File: src/rtl/seq_mul_pkg.sv
// Shared types and constants for the iterative multiplier.
// Imported by seq_mul.
package seq_mul_pkg;

  typedef enum logic [1:0] {
    IDLE = 2'd0,
    RUN  = 2'd1,
    DONE = 2'd2
  } mul_state_t;

  localparam logic RCA_CTRL_ADD = 1'b0;
  localparam logic RCA_CTRL_SUB = 1'b1;

  function automatic int prod_w(input int w);
    return 2 * w;
  endfunction

endpackage

File: src/rtl/seq_mul_rca_add.sv
// Ripple-carry adder/subtractor, ctrl=0 adds, ctrl=1 subtracts.
// Pure combinational; carry-out is the WIDTH+1th sum bit.
module rca_add #(
  parameter int WIDTH = 4
) (
  input  logic [WIDTH-1:0] a,
  input  logic [WIDTH-1:0] b,
  input  logic             ctrl,
  output logic [WIDTH-1:0] sum,
  output logic             cout
);

  // Bit-serial carry chain; subtraction uses ~b + 1.
  always_comb begin
    logic [WIDTH:0]   c;
    logic [WIDTH-1:0] bx;
    bx   = b ^ {WIDTH{ctrl}};
    c    = '0;
    sum  = '0;
    c[0] = ctrl;
    for (int i = 0; i < WIDTH; i++) begin
      sum[i]   = a[i] ^ bx[i] ^ c[i];
      c[i+1]   = (a[i] & bx[i]) | (c[i] & (a[i] ^ bx[i]));
    end
    cout = c[WIDTH];
  end

endmodule

File: src/rtl/seq_mul.sv
// Iterative unsigned shift-and-add multiplier.
// One adder, WIDTH cycles per product, valid/ready on both sides.
module seq_mul
  import seq_mul_pkg::*;
#(
  parameter int WIDTH = 4
) (
  input  logic                  clk,
  input  logic                  rst_n,
  input  logic                  in_valid,
  output logic                  in_ready,
  input  logic [WIDTH-1:0]      a,
  input  logic [WIDTH-1:0]      b,
  output logic                  out_valid,
  input  logic                  out_ready,
  output logic [2*WIDTH-1:0]    product,
  output logic                  busy
);

  localparam int CW = $clog2(WIDTH + 1);
  localparam int PW = prod_w(WIDTH);

  mul_state_t       state_q, state_d;
  logic [WIDTH-1:0] mcand_q, mcand_d;
  logic [WIDTH-1:0] hi_q, hi_d;
  logic [WIDTH-1:0] lo_q, lo_d;
  logic [CW-1:0]    cnt_q, cnt_d;

  logic [WIDTH-1:0] add_b;
  logic [WIDTH-1:0] sum;
  logic             cout;

  assign add_b = lo_q[0] ? mcand_q : '0;

  rca_add #(
    .WIDTH (WIDTH)
  ) u_add (
    .a    (hi_q),
    .b    (add_b),
    .ctrl (RCA_CTRL_ADD),
    .sum  (sum),
    .cout (cout)
  );

  // Next-state and datapath update for the shift-add loop.
  always_comb begin
    state_d = state_q;
    mcand_d = mcand_q;
    hi_d    = hi_q;
    lo_d    = lo_q;
    cnt_d   = cnt_q;
    unique case (state_q)
      IDLE: begin
        if (in_valid) begin
          mcand_d = a;
          hi_d    = '0;
          lo_d    = b;
          cnt_d   = '0;
          state_d = RUN;
        end
      end
      RUN: begin
        {hi_d, lo_d} = {cout, sum, lo_q[WIDTH-1:1]};
        cnt_d        = cnt_q + 1'b1;
        if (cnt_q == CW'(WIDTH - 1)) state_d = DONE;
      end
      DONE: begin
        if (out_ready) state_d = IDLE;
      end
      default: state_d = IDLE;
    endcase
  end

  // State and operand registers.
  always_ff @(posedge clk or negedge rst_n) begin
    if (!rst_n) begin
      state_q <= IDLE;
      mcand_q <= '0;
      hi_q    <= '0;
      lo_q    <= '0;
      cnt_q   <= '0;
    end else begin
      state_q <= state_d;
      mcand_q <= mcand_d;
      hi_q    <= hi_d;
      lo_q    <= lo_d;
      cnt_q   <= cnt_d;
    end
  end

  assign in_ready  = (state_q == IDLE);
  assign out_valid = (state_q == DONE);
  assign busy      = (state_q != IDLE);
  assign product   = out_valid ? PW'({hi_q, lo_q}) : '0;

endmodule
File: config.mk
export PLATFORM = sky130hd
export DESIGN_NAME = seq_mul
export DESIGN_NICKNAME = d
export VERILOG_FILES = /design/src/rtl/seq_mul_pkg.sv /design/src/rtl/seq_mul_rca_add.sv /design/src/rtl/seq_mul.sv
export SDC_FILE = /design/constraint.sdc
export NUM_CORES = 1
export LEC_CHECK = 0
export CORE_UTILIZATION = 47
export CTS_BUF_LIST = sky130_fd_sc_hd__clkbuf_16
export DETAILED_ROUTE_END_ITERATION = 12
export GPL_TIMING_DRIVEN = 0
export PLACE_DENSITY = 0.76
export SLEW_MARGIN = 40
export SYNTH_ARGS = -nofsm -noshare
export SYNTH_HDL_FRONTEND = slang
export SYNTH_SLANG_ARGS = --single-unit
File: constraint.sdc
create_clock -name clk -period 2.79 [get_ports clk]
set_input_delay 0.279 -clock clk [delete_from_list [all_inputs] [get_ports clk]]
set_output_delay 0.279 -clock clk [all_outputs]
set_load 0.01 [all_outputs]
# ---- Yosys cells after proc, flatten, opt, wreduce, memory -nomap -nowiden
# Cells that the tools add are included.
dict set report word_totals {
  reg_bits 17
  in_bits 12
  wordCells 47
}
dict set report classes {
  addsub 1
  n_eq_ne 6
  muxes 12
  n_bitwise 17
  n_reduce_logical 6
}
# cell n
set ops {}
lappend ops {{4-bit one-hot mux with 2 select lines} 2}
lappend ops {{4-bit 2-to-1 mux} 3}
lappend ops {{8-bit 2-to-1 mux} 1}
lappend ops {{1-bit bitwise AND} 7}
lappend ops {{1-bit XOR} 7}
lappend ops {{2-bit 2-to-1 mux} 3}
lappend ops {{2-bit one-hot mux with 3 select lines} 1}
lappend ops {{3-bit one-hot mux with 2 select lines} 1}
lappend ops {{2-bit inequality test (second input constant)} 2}
lappend ops {{2-bit AND reduction} 2}
lappend ops {{2-bit nonzero test} 2}
lappend ops {{3-bit by 1-bit adder with 3-bit output (second input constant)} 1}
lappend ops {{3-bit by 2-bit == test with 1-bit output (second input constant)} 1}
lappend ops {{3-bit 2-to-1 mux} 1}
lappend ops {{1-bit OR} 3}
lappend ops {{3-bit AND reduction} 1}
lappend ops {{2-bit by 1-bit == test with 1-bit output (second input constant)} 1}
lappend ops {{2-bit == test (second input constant)} 1}
lappend ops {{2-bit zero test} 1}
lappend ops {{2-bit by 1-bit inequality test with 1-bit output (second input constant)} 1}

# ---- Depth between registers and ports, before layout
# Gate-level depths: netlist (run 1).
dict set report depth {
  depth_word 9
  depth_mapped 7
  ltp_nobuf 7
}

# ---- By module
# Synthesis (run 1) repeated with hierarchy kept, for this count alone.
dict set report unflattened {
  cells_unflattened 88
  area_unflattened_um2 999.7
}
# module n_inst cells_per_inst area_per_inst_um2 seq_area_each_um2
set modules_own_cells {}
lappend modules_own_cells {seq_mul 1 76 878.3 425.4}
lappend modules_own_cells {rca_add 1 12 121.4 0.0}

# ---- Worst setup path before layout (run 1)
# Ideal clock, no wire load.
dict set report synth_timing {
  path_kind {flip-flop to flip-flop}
  start {register lo_q[0]}
  end {register hi_q[2]}
  arrival_time_ns 2.004
  required_time_ns 2.712
  setup_slack_ns 0.708
  stages_incl_launch_ff 8
  cell_sequence {dfrtp_1 -> and2_1 -> ha_1 -> fa_1 -> fa_1 -> inv_1 -> fa_1 -> o2bb2ai_1}
}
dict set report synth_between {
  elab_chain_cells 8
}
# element line
set synth_lines {}
lappend synth_lines {{from (decl)} seq_mul.sv:26} ;# logic [WIDTH-1:0] lo_q, lo_d;
lappend synth_lines {{from (signal assigned)} seq_mul.sv:86} ;# lo_q <= lo_d;
lappend synth_lines {{4-bit 2-to-1 mux *} seq_mul.sv:33} ;# assign add_b = lo_q[0] ? mcand_q : '0;
lappend synth_lines {{1-bit bitwise AND / 1-bit XOR (equally long branches)} seq_mul_rca_add.sv:23} ;# c[i+1] = (a[i] & bx[i]) | (c[i] & (a[i] ^ bx[i]));
lappend synth_lines {{1-bit bitwise AND} seq_mul_rca_add.sv:23}
lappend synth_lines {{1-bit OR} seq_mul_rca_add.sv:23}
lappend synth_lines {{1-bit bitwise AND} seq_mul_rca_add.sv:23}
lappend synth_lines {{1-bit OR} seq_mul_rca_add.sv:23}
lappend synth_lines {{1-bit XOR *} seq_mul_rca_add.sv:22} ;# sum[i] = a[i] ^ bx[i] ^ c[i];
lappend synth_lines {{4-bit one-hot mux with 2 select lines *} seq_mul.sv:52} ;# unique case (state_q)
lappend synth_lines {{to (signal assigned)} seq_mul.sv:85} ;# hi_q <= hi_d;
lappend synth_lines {{to (decl)} seq_mul.sv:25} ;# logic [WIDTH-1:0] hi_q, hi_d;
# Every way passes the cells marked *; elsewhere a longest branch is shown, timed or not.
# A chain may end at the register's enable or synchronous reset.

# ---- Worst setup path after layout (run 1)
# Ends and elaborated chain as after synthesis.

==> reports/summary.md, run 1 <==
In the synthesized netlist, the number of instances is 74. The worst path uses 78.99% of the clock period. In this run the critical register-to-register path is captured at hi_q[2]$_DFFE_PN0P_.

Measured along the y axis, the die boundary spans 45.93 microns. For the final number of max-transition violations, the log shows 0. Hold timing on the final database bottoms out at a slack of 476.6 ps. The number of hold buffers added after CTS came out at 0. The wire length of the first global-routing pass was 2.732 mm.

The fraction of synthesized cell area taken by the top area cell type is 46.90%, and the worst setup margin is 586.1 ps. Initial antenna violation count: 0. The run gives 640 as the total number of vias. Ranked by total cell area, the synthesized netlist is headed by sky130_fd_sc_hd__dfrtp_1 (47%), sky130_fd_sc_hd__and2_1 (7.6%), sky130_fd_sc_hd__fa_1 (6.6%). Sequential elements use 46.90% of the synthesized area.

For the data required time at the worst endpoint, the log shows 2960 ps. Measured on the finished design, the core utilization comes to 70.43%. The worst-case reg-to-reg path depth came out at 7. The share of final-layout standard cells stronger than drive strength 1 was 12.87%; the buffer count from post-CTS setup fixing was 0. Startpoint of the worst register-to-register path: lo_q[0]$_DFFE_PN0P_. After floorplanning, the core was divided into 15 placement rows. The placeable core region is 0.001764 sq mm, and the number of failing hold endpoints at the final stage is 0. Setup repair after global routing left no endpoint under its margin.

In the routed design, unresolved DRC markers number 0. In this run the mean area of a mapped cell was 12.26 sq um. The number of top-level pins is 23, and the register bit total from synthesis is 17. The worst setup path is launched from a flip-flop.

With fillers left out, the area of the finished cells amounts to 0.001242 sq mm. For the die area, the log shows 0.002110 sq mm. Sum of negative setup slack: 0 ps. In this run the cell area of the synthesized design comes to 907.1 sq um. The power density relative to cell area came out at 1059 mW/mm^2. The deepest level of the CTS H-tree came out at 1.

Clock-pin slew was measured on the worst setup and hold paths at 50 ps. Max-cap violations in this run came to 0. By count the netlist is led by sky130_fd_sc_hd__dfrtp_1 (17), sky130_fd_sc_hd__and2_1 (11), sky130_fd_sc_hd__inv_1 (5).

At the later pin of the worst-skew pair, clock insertion delay measures 240 ps. The logs give 0 for the count of synthesis-stage warnings from yosys and 120 for the net total in the final layout. The total cell area at the placement stage was 0.001159 sq mm; the effective utilization at floorplan was 51.42%.

The largest total area in the synthesized netlist belongs to sky130_fd_sc_hd__dfrtp_1. The routed length per placed instance is 14.25 microns. The number of different library cells used by synthesis comes to 24.

The count of antenna-violating nets left after detailed routing was 0. The critical path is of the flip-flop to flip-flop type. Clock skew on the completed layout was measured at 2.603 ps. The logs give 3 for the total iterations of the first detailed-routing run and 0 for the antenna diode count. Derived from the worst setup path, the maximum achievable clock frequency is 0.4537 GHz.

Global routing used 19.92% of the available tracks across all layers. The ratio of routed vias to standard cells is 5.079, and the chip width is 45.93 microns. The initial detailed-routing violation count is 8. Kind of capture point of the worst setup path: a flip-flop.

The logs give 92 for the net count after synthesis and 642.6 uV for the maximum ir drop on the vdd rail. The number of synthesized flops with an enable pin is 0, and the worst max-slew margin expressed relative to the limit is 72.32%. The via count of the first global-routing pass came out at 582. Arrival time of data at the critical path endpoint: 2370 ps.

TritonCTS built the clock tree. Summed over all layers, the global routing overflow is 0. The congestion estimate from routability-driven global placement came to 0.7430. From synthesis to final layout, the design area changed by 36.97%. The master cell of the clock root buffer was sky130_fd_sc_hd__clkbuf_16.

The count of clock tree sinks came out at 17. The maximum fanout count along the critical path is 6. The post-cts resize count is 0, and the number of buffers added on ports is 22. The most instantiated flip-flop cell in the synthesis netlist is sky130_fd_sc_hd__dfrtp_1. After legalization and detailed placement, the total HPWL measured 1.304 mm. The flow ran to the end, and the final reports show no timing, DRC or antenna violations.

In the synthesized netlist the async set-or-reset flop fraction comes to 100.0%. The run gives 3 as the CTS buffer count. OpenSTA, run right after detailed placement, puts the worst setup slack at 583.9 ps.

Static power due to leakage: 0.5357 nW. In this run the register-to-register setup slack is 590 ps. The logs give 18 for the pin count of the biggest net entering global routing and 0 for the number of setup violations in the final report. The most frequent cell after synthesis was sky130_fd_sc_hd__dfrtp_1.

The final critical-path required period came out at 2204 ps. The run gives 1.796 mm as the final routed wirelength across all metal layers. The path class of the tightest hold or removal check is input pin to async pin. The clock passes through at most 2 buffers.

At the pin with the least slew margin, the transition time is 415.2 ps.
## cells in the final DEF, fill, tap and decap left out, drive strengths merged
master / n
o221a: 4
a22o: 4
clkdlybuf4s50: 21
dfrtp: 17
clkbuf: 4
nor2b: 2
a21oi: 1
nor3b: 1
mux2: 4
mux2i: 1
ha: 3
nand2b: 3
buf: 4
or2: 1
fa: 3
and2: 11
dlygate4sd3: 1
o21bai: 1
inv: 6
or4b: 4
o22ai: 2
o2bb2ai: 1
o21ba: 1
nand2: 1
## per-stage QoR
step                instances  power (mW)
floorplan                  74      0.8477
global placement          121       1.019
detailed placement        121       1.047
CTS                       125       1.332
global route              126       1.420
finish                    126       1.316
## how the worst max path moves through the flow
stage / start / endpoint / depth (start not counted)
2_1_floorplan: lo_q[0]$_DFFE_PN0P_ / hi_q[2]$_DFFE_PN0P_ / 7
3_3_place_gp: lo_q[0]$_DFFE_PN0P_ / hi_q[2]$_DFFE_PN0P_ / 7
3_5_place_dp: lo_q[0]$_DFFE_PN0P_ / hi_q[2]$_DFFE_PN0P_ / 7
4_1_cts: lo_q[0]$_DFFE_PN0P_ / hi_q[2]$_DFFE_PN0P_ / 7
5_1_grt: lo_q[0]$_DFFE_PN0P_ / hi_q[2]$_DFFE_PN0P_ / 7
6_report: lo_q[0]$_DFFE_PN0P_ / hi_q[2]$_DFFE_PN0P_ / 7
## power breakdown
group          switching, mW  internal [mW]  total (mW)
Clock                 0.0856          0.190       0.275
Combinational          0.270          0.323       0.593
Sequential            0.0807          0.367       0.448
Total                  0.437          0.880        1.32
## sequential cells by signal, summed over array words and instances (netlist names)
name,flops
mcand_q,4
lo_q,4
hi_q,4
cnt_q,3
state_q,2
## critical path, cell delays in order (launching register included)
cell and delay (ps):
sky130_fd_sc_hd__dfrtp_1 410, sky130_fd_sc_hd__and2_1 160, sky130_fd_sc_hd__ha_1 190, sky130_fd_sc_hd__fa_1 390, sky130_fd_sc_hd__fa_1 360, sky130_fd_sc_hd__inv_1 80, sky130_fd_sc_hd__fa_1 410, sky130_fd_sc_hd__o2bb2ai_1 130
## cell families after synthesis
group                    after synthesis  synth area share (%)
AO/OA/AOI/OAI                         14                 13.65
adder cells (fa/ha/maj)                6                 10.76
buffers and inverters                  9                 4.688
flip-flops                            17                 46.90
multiplexers                           5                 6.069
AND/OR/NAND/NOR                       23                 17.93
## final cells by class
type / instances / area, sq um
Inverter: 5 / 18.77
Tap cell: 25 / 31.28
Timing Repair Buffer: 23 / 225.2
Clock inverter: 1 / 3.754
Buffer: 4 / 23.77
Sequential cell: 17 / 425.4
Multi-Input combinational cell: 48 / 439.2
Fill cell: 143 / 521.8
Clock buffer: 3 / 75.07
## routing by layer
| metal | GRT usage [%] | share of wire [%] | wire (microns) |
|---|---|---|---|
| met2 | 31.27 | 49 | 886 |
| met3 | 4.762 | 3.5 | 63 |
| met5 | 0 | 0 | 0 |
| met4 | 14.12 | 1.7 | 31 |
| met1 | 23.62 | 45 | 814 |
Note: power is estimated with default switching activity, not from simulation.
==> run 2: changes to the inputs <==
CORE_UTILIZATION = 42   (was 47)
PLACE_DENSITY = 0.72   (was 0.76)
clock period = 2 ns   (was 2.79 ns; I/O delays follow)
==> run 2 against run 1 <==
  * The flow now finishes with violations (negative setup slack)
  * Register-to-register slack got worse by 620 ps
  * Critical path depth unchanged
  * First-iteration DRC count decreased by 38%
  * Sequential power increased by 42%
  * Highest routed layer unchanged
==> reports/summary.md, run 2 (synthesis results as in run 1) <==
The data required time at the worst endpoint was 2180 ps (-780 ps); the maximum root-to-sink buffer count was 2 (unchanged). The logs give 0 (unchanged) for the remaining global-route overflow and 0.5446 nW (+1.7%) for the static power due to leakage. The library cells used most frequently in the layout, excluding fill and tap cells, are sky130_fd_sc_hd__clkdlybuf4s50_1 (21), sky130_fd_sc_hd__dfrtp_1 (17), sky130_fd_sc_hd__and2_1 (10). The wire length of the first global-routing pass is 2.953 mm (+8.1%), and the maximum fanout count along the critical path is 3 (-3). The logs give 3 (unchanged) for the total iterations of the first detailed-routing run and 18 (unchanged) for the pin count of the biggest net entering global routing. The logs give 23 (unchanged) for the number of top-level pins and 0.6338 mW (+45%) for the net switching component of the power. The die height is 48.48 microns (+5.5%). The critical path starts at lo_q[0]$_DFFE_PN0P_. The maximum ir drop on the vdd rail came out at 807.3 uV (+26%).

The startpoint identified for the worst register-to-register timing path is lo_q[0]$_DFFE_PN0P_. The logs give 2210 ps (-160 ps) for the arrival time of data at the critical path endpoint and 5 (-3) for the initial detailed-routing violation count. The count of antenna-violating nets left after detailed routing was 0 (unchanged); the power density relative to cell area was 1487 mW/mm^2 (+40%).

The deepest level of the CTS H-tree is 1 (unchanged). TritonCTS built the clock tree. The slew at the pin with the worst max-slew slack is 384.0 ps (-31.18 ps). The logs give 17 (unchanged) for the count of clock tree sinks and -30 ps (-620 ps) for the worst-case register-to-register setup slack. The number of buffers added on ports works out to 22 (unchanged).

The logs give 45.31% (-6.1 points) for the effective utilization at floorplan and 172 (+20%) for the total of fill cells in the finished design. The final reports fail on negative setup slack. The row count was 16 (+1). The cell-internal power came out at 1.270 mW (+44%). The ratio of routed vias to standard cells is 5.271 (+3.8%).

STA classifies the critical path startpoint as a flip-flop. In this run the worst hold path is classified as input pin to async pin. The run gives 63.94% (-6.5 points) as the share of the core filled with cells. The worst setup path is captured at a flip-flop.

The global-route usage over all layers is 17.47% (-2.4 points), and the final critical-path required period is 2034 ps (-169.7 ps). Routed length per placed instance: 13.69 microns (-4.0%). The placeable core region was 0.002002 sq mm (+13%). The endpoint identified for the worst register-to-register timing path is hi_q[2]$_DFFE_PN0P_. For the weighted congestion reported at the end of routability-driven placement, the log shows 0.7776 (+4.7%). The period utilization works out to 101.7% (+23 points). The tools report the maximum clock skew at final layout as 1.130 ps (-1.473 ps). The cell sitting at the root of the clock tree is a sky130_fd_sc_hd__clkbuf_16.

The largest registers in the layout are hi_q x4, lo_q x4, mcand_q x4. For the total number of vias, the log shows 680 (+6.3%). The logs give 0 (unchanged) for the residual DRC count and 0 (unchanged) for the initial antenna violation count. The tools report the part of the total power dissipated in combinational logic as 46.2% (+1.1 points). The switching share of power was 33.29% (+0.12 points).

The number of setup violations in the final report was 1 (+1). The CTS buffer count is 3 (unchanged). The most common library cell in the layout ignoring fill and taps was sky130_fd_sc_hd__clkdlybuf4s50_1. The tools report the clock latency reported for the late side of the worst-skew pair as 250 ps (about the same). The number of cells in the finished layout apart from fillers is 129 (+2.4%), and the worst-case reg-to-reg path depth is 7 (unchanged). The share of final-layout standard cells stronger than drive strength 1 is 20.59% (+7.7 points), and the chip width is 48.48 microns (+5.5%). The tools report the final routed wirelength across all metal layers as 1.766 mm (-1.7%). Clock transition at the register clock pins on the worst setup and hold paths after CTS: 50 ps (about the same). The total of max-cap violations came out at 0 (unchanged). The relative contribution of sequential cells to total power is 33.3% (-0.7 points), and the final number of max-transition violations is 0 (unchanged). The antenna diode count was 0 (unchanged). The number of failing hold endpoints at the final stage was 0 (unchanged). The type of the worst setup path is flip-flop to flip-flop.

The worst max-slew margin expressed relative to the limit was 74.29% (+2.0 points). The post-placement cell count was 123 (+1.7%). The net total in the final layout is 121 (+0.83%), and the sum of net half-perimeters after detailed placement is 1.275 mm (-2.3%). For the register area, the log shows 425.4 sq um (unchanged). For the die area, the log shows 0.002350 sq mm (+11%). Setup repair after global routing could not meet its margin everywhere. The tools report the via count of the first global-routing pass as 595 (+2.2%). For the fraction of power consumed by the clock network, the log shows 20.5% (-0.4 points). The maximum clock rate was 0.4916 GHz (+8.3%). The run finished, with violations left.

The area of the multi-input gates was 465.4 sq um (+6.0%); the growth of design area from synthesis to finish was 41.10%. The worst setup margin came out at -34.26 ps (-620.3 ps).
==> run 2: area by class of cell <==
| cell class | count | area share (%) |
|---|---|---|
| multi-input combinational | 48 | 36.36 |
| timing repair buffer | 24 | 18.18 |
| clock buffer | 3 | 5.865 |
| sequential | 17 | 33.24 |
| inverter | 5 | 1.466 |
| clock inverter | 1 | 0.2933 |
| buffer | 4 | 1.955 |
| tap | 27 | 2.639 |
==> run 2: stage by stage <==
step	worst slack, ps	setup TNS (ps)	cell area (sq um)	power (mW)	hold WS, ps
after detailed placement	-160.6	-160.6	1164	1.454	471.3
after CTS	-49.49	-49.49	1256	1.876	432.3
final	-34.26	-34.26	1280	1.904	403.4
after global routing	-134.7	-136.4	1280	2.055	445.7
after floorplan	-42.18	-42.18	909.6	1.186	-95.59
after global placement	-147.6	-147.6	1164	1.417	463.6
==> run 2: worst max-delay path by stage <==
| stage | end | slack, ps | depth (start not counted) |
|---|---|---|---|
| 2_1_floorplan | hi_q[2]$_DFFE_PN0P_ | -40 | 7 |
| 3_3_place_gp | hi_q[2]$_DFFE_PN0P_ | -150 | 7 |
| 3_5_place_dp | hi_q[2]$_DFFE_PN0P_ | -160 | 7 |
| 4_1_cts | hi_q[2]$_DFFE_PN0P_ | -50 | 7 |
| 5_1_grt | hi_q[2]$_DFFE_PN0P_ | -130 | 7 |
| 6_report | hi_q[2]$_DFFE_PN0P_ | -30 | 7 |
==> run 2: power groups by stage <==
stage | clock network (mW) | logic (mW) | registers [mW]
after CTS | 0.396 | 0.854 | 0.626
final | 0.389 | 0.880 | 0.634
after global placement | 0 | 0.785 | 0.632
after detailed placement | 0 | 0.816 | 0.638
after global routing | 0.412 | 0.987 | 0.656
after floorplan | 0 | 0.589 | 0.597
==> run 2: what timing repair did <==
action                                  CTS  global route
endpoints found under the hold margin     0            17
hold buffers                              0             1
buffers inserted                          1             0
endpoints found under the setup margin    9             4
gates resized for setup                   4             4
pin swaps                                 0             0
==> run 2: worst max-delay path: stages, from the launching register on <==
cell                        delay (ps)
sky130_fd_sc_hd__dfrtp_1           400
sky130_fd_sc_hd__and2_4            150
sky130_fd_sc_hd__ha_4              150
sky130_fd_sc_hd__fa_2              330
sky130_fd_sc_hd__fa_2              340
sky130_fd_sc_hd__inv_2              60
sky130_fd_sc_hd__fa_1              420
sky130_fd_sc_hd__o2bb2ai_2         120
==> run 2: per-layer routing <==
layer	wire, microns	vias up	global-route usage [%]
met5	0	-	0
met4	51	0	11.76
met3	37	4	3.774
met2	841	13	24.65
met1	837	339	24.02
li1	-	324	-
==> run 3: changes to the inputs <==
CORE_MARGIN = 2   (was not set)
CORE_UTILIZATION = 35   (was 42)
PLACE_DENSITY = 0.62   (was 0.72)
==> run 3 against run 2 <==
  * The flow now finishes without violations
  * Fmax is 2.3% higher
  * Non-clock buffer count is 2 higher
  * Final cell count is 3.9% higher
  * Routed wire length is 4.1% lower
  * Via count is 3.5% lower
  * Critical path depth stayed put
  * Global-route usage is 4.1 points lower
  * Clock skew hardly changed
  * Cell area is 1.2% higher
  * Setup slack better by 46 ps
  * Critical endpoint unchanged
==> reports/summary.md, run 3 (synthesis results as in run 1) <==
Type of the worst setup path: flip-flop to flip-flop. The run gives 0 (unchanged) as the initial antenna violation count. The tools report the kind of capture point of the worst setup path as a flip-flop. The run gives 0 (unchanged) as the count of antenna-violating nets left after detailed routing. The tools report the master cell of the clock root buffer as sky130_fd_sc_hd__clkbuf_16. The antenna diode count came out at 0 (unchanged). The run gives 3 (unchanged) as the CTS buffer count. The maximum fanout count along the critical path is 2 (-1). For the net total in the final layout, the log shows 123 (+1.7%).

For the deepest level of the CTS H-tree, the log shows 1 (unchanged). The power density relative to cell area was 1461 mW/mm^2 (-1.8%); the wire length of the first global-routing pass was 2.718 mm (-8.0%). The logs give 5 (unchanged) for the initial detailed-routing violation count and 777.4 uV (-3.7%) for the maximum ir drop on the vdd rail. The total iterations of the first detailed-routing run is 4 (+1). The cell family contributing the most delay on the critical path was adder cells. The share of final-layout standard cells stronger than drive strength 1 is 22.12% (+1.5 points), and the number of setup violations in the final report is 0 (-1).

The final number of max-transition violations is 0 (unchanged). The static power due to leakage came out at 0.5529 nW (+1.5%). For the maximum root-to-sink buffer count, the log shows 2 (unchanged). The worst-case reg-to-reg path depth is 7 (unchanged), and the number of buffers added on ports is 22 (unchanged). Critical path startpoint category: a flip-flop.

Global-route usage over all layers: 13.37% (-4.1 points). The library cell used most frequently in the layout, excluding fill and tap cells, is sky130_fd_sc_hd__clkdlybuf4s50_1. The data required time at the worst endpoint is 2170 ps (about the same). The number of buffers and inverters on the critical path came out at 1 (unchanged). The ratio of routed vias to standard cells works out to 4.896 (-7.1%). The die height works out to 54.91 microns (+13%).

The maximum single-stage delay on the critical path works out to 390 ps (-30 ps). In this run the worst hold path is classified as input pin to async pin. The total power was 1.891 mW (-0.65%). The sum of net half-perimeters after detailed placement is 1.287 mm (+0.96%), and the total number of vias is 656 (-3.5%). The slew at the pin with the worst max-slew slack is 384.2 ps (+0.1484 ps), and the growth of design area from synthesis to finish is 42.76%.

The clock transition at the register clock pins on the worst setup and hold paths after CTS is 50 ps (about the same). Tracing the worst setup path back leads to its startpoint at mcand_q[0]$_DFFE_PN0P_. The residual DRC count came out at 0 (unchanged). The slowest stage cell on the critical path was sky130_fd_sc_hd__fa_1. The share of the core filled with cells was 52.27% (-12 points); the worst setup margin was 12.18 ps (+46.44 ps). The final cell area excluding filler cells came out at 0.001295 sq mm (+1.2%). The run finished with clean final reports. The final hold slack was 413.4 ps (+10.01 ps).

The routed length per placed instance is 12.64 microns (-7.7%). The placeable core region is 0.002477 sq mm (+24%). Walking the worst path, the cells encountered are and2_4, ha_4, fa_2, fa_2, inv_2, fa_1, o2bb2ai_1. The pin count of the biggest net entering global routing is 18 (unchanged), and the total of fill cells in the finished design is 246 (+43%). The run gives 74.39% (+0.10 points) as the worst max-slew margin expressed relative to the limit.

The most critical setup path has its endpoint at hi_q[2]$_DFFE_PN0P_. The top cell types in the final layout, fill and taps aside, are sky130_fd_sc_hd__clkdlybuf4s50_1 (21), sky130_fd_sc_hd__dfrtp_1 (17), sky130_fd_sc_hd__and2_1 (9). The remaining global-route overflow was 0 (unchanged). The worst setup slack after placement is -145.9 ps (+14.72 ps), and the maximum clock skew at final layout is 1.118 ps (-0.01177 ps). The worst register-to-register path ends at hi_q[2]$_DFFE_PN0P_.

The final critical-path required period came out at 1988 ps (-46.44 ps). Setup repair after global routing could not meet its margin everywhere. The weighted congestion reported at the end of routability-driven placement is 0.7197 (-7.4%), and the chip width is 54.91 microns (+13%). The final routed wirelength across all metal layers is 1.694 mm (-4.1%), and the total cell area at the placement stage is 0.001167 sq mm (+0.32%). The period utilization works out to 99.39% (-2.3 points). For the effective utilization at floorplan, the log shows 36.62% (-8.7 points). The cell that appears most often on the critical path is sky130_fd_sc_hd__fa_2.

The total of max-cap violations was 0 (unchanged). The clock latency reported for the late side of the worst-skew pair is 240 ps (about the same), and the arrival time of data at the critical path endpoint is 2160 ps (-50 ps). In the final layout, the registers with the most flip-flops are hi_q x4, lo_q x4, mcand_q x4.

The run gives 17 (unchanged) as the count of clock tree sinks. The startpoint of the worst register-to-register path is mcand_q[0]$_DFFE_PN0P_. The row count is 18 (+2). The run gives 585 (-1.7%) as the via count of the first global-routing pass. TritonCTS built the clock tree.

The number of top-level pins was 23 (unchanged); the worst-case register-to-register setup slack was 10 ps (+50 ps). The die area is 0.003015 sq mm (+28%), and the critical path depth in cells is 7 (unchanged). The maximum clock rate was 0.5031 GHz (+2.3%). The run gives 0 (unchanged) as the number of failing hold endpoints at the final stage.
## run 3: how the worst min path moves through the flow
stage	from	to
6_report	rst_n	state_q[1]$_DFFE_PN0P_
5_1_grt	rst_n	hi_q[1]$_DFFE_PN0P_
4_1_cts	rst_n	cnt_q[0]$_DFFE_PN0P_
3_5_place_dp	mcand_q[0]$_DFFE_PN0P_	mcand_q[0]$_DFFE_PN0P_
3_3_place_gp	cnt_q[0]$_DFFE_PN0P_	cnt_q[0]$_DFFE_PN0P_
2_1_floorplan	rst_n	cnt_q[0]$_DFFE_PN0P_
## run 3: per-stage QoR
step                      cells  TNS (ps)
after global placement      126    -134.5
final                       134         0
after CTS                   132    -67.04
after global routing        134    -61.54
after floorplan              74    -42.18
after detailed placement    126    -145.9
## run 3: cell type report
type / count / area, sq um / area share [%]
clock buffers: 3 / 75.07 / 5.797
repair buffers: 26 / 247.7 / 19.13
multi-input cells: 48 / 461.7 / 35.65
flip-flops and latches: 17 / 425.4 / 32.85
well taps: 30 / 37.54 / 2.899
clock inverters: 1 / 3.754 / 0.2899
plain buffers: 4 / 25.02 / 1.932
inverters: 5 / 18.77 / 1.449
## run 3: where the power goes
group / total, mW / switching [mW] / internal (mW)
combinational: 0.884 / 0.375 / 0.508
sequential: 0.619 / 0.108 / 0.511
clock: 0.388 / 0.123 / 0.265
## run 3: routing by layer
| layer | global-route usage [%] | vias to the layer above | routed length [microns] |
|---|---|---|---|
| met3 | 3.226 | 4 | 87 |
| met1 | 17.93 | 310 | 788 |
| met2 | 20.44 | 18 | 793 |
| met5 | 0 | - | 0 |
| li1 | - | 324 | - |
| met4 | 6.098 | 0 | 25 |
## run 3: what timing repair did
item / in CTS / in global routing
setup buffers: 2 / 1
endpoints found under the setup margin: 9 / 1
hold endpoints to repair: 0 / 17
pin swaps: 2 / 2
hold buffers: 0 / 1
resized for setup: 4 / 3
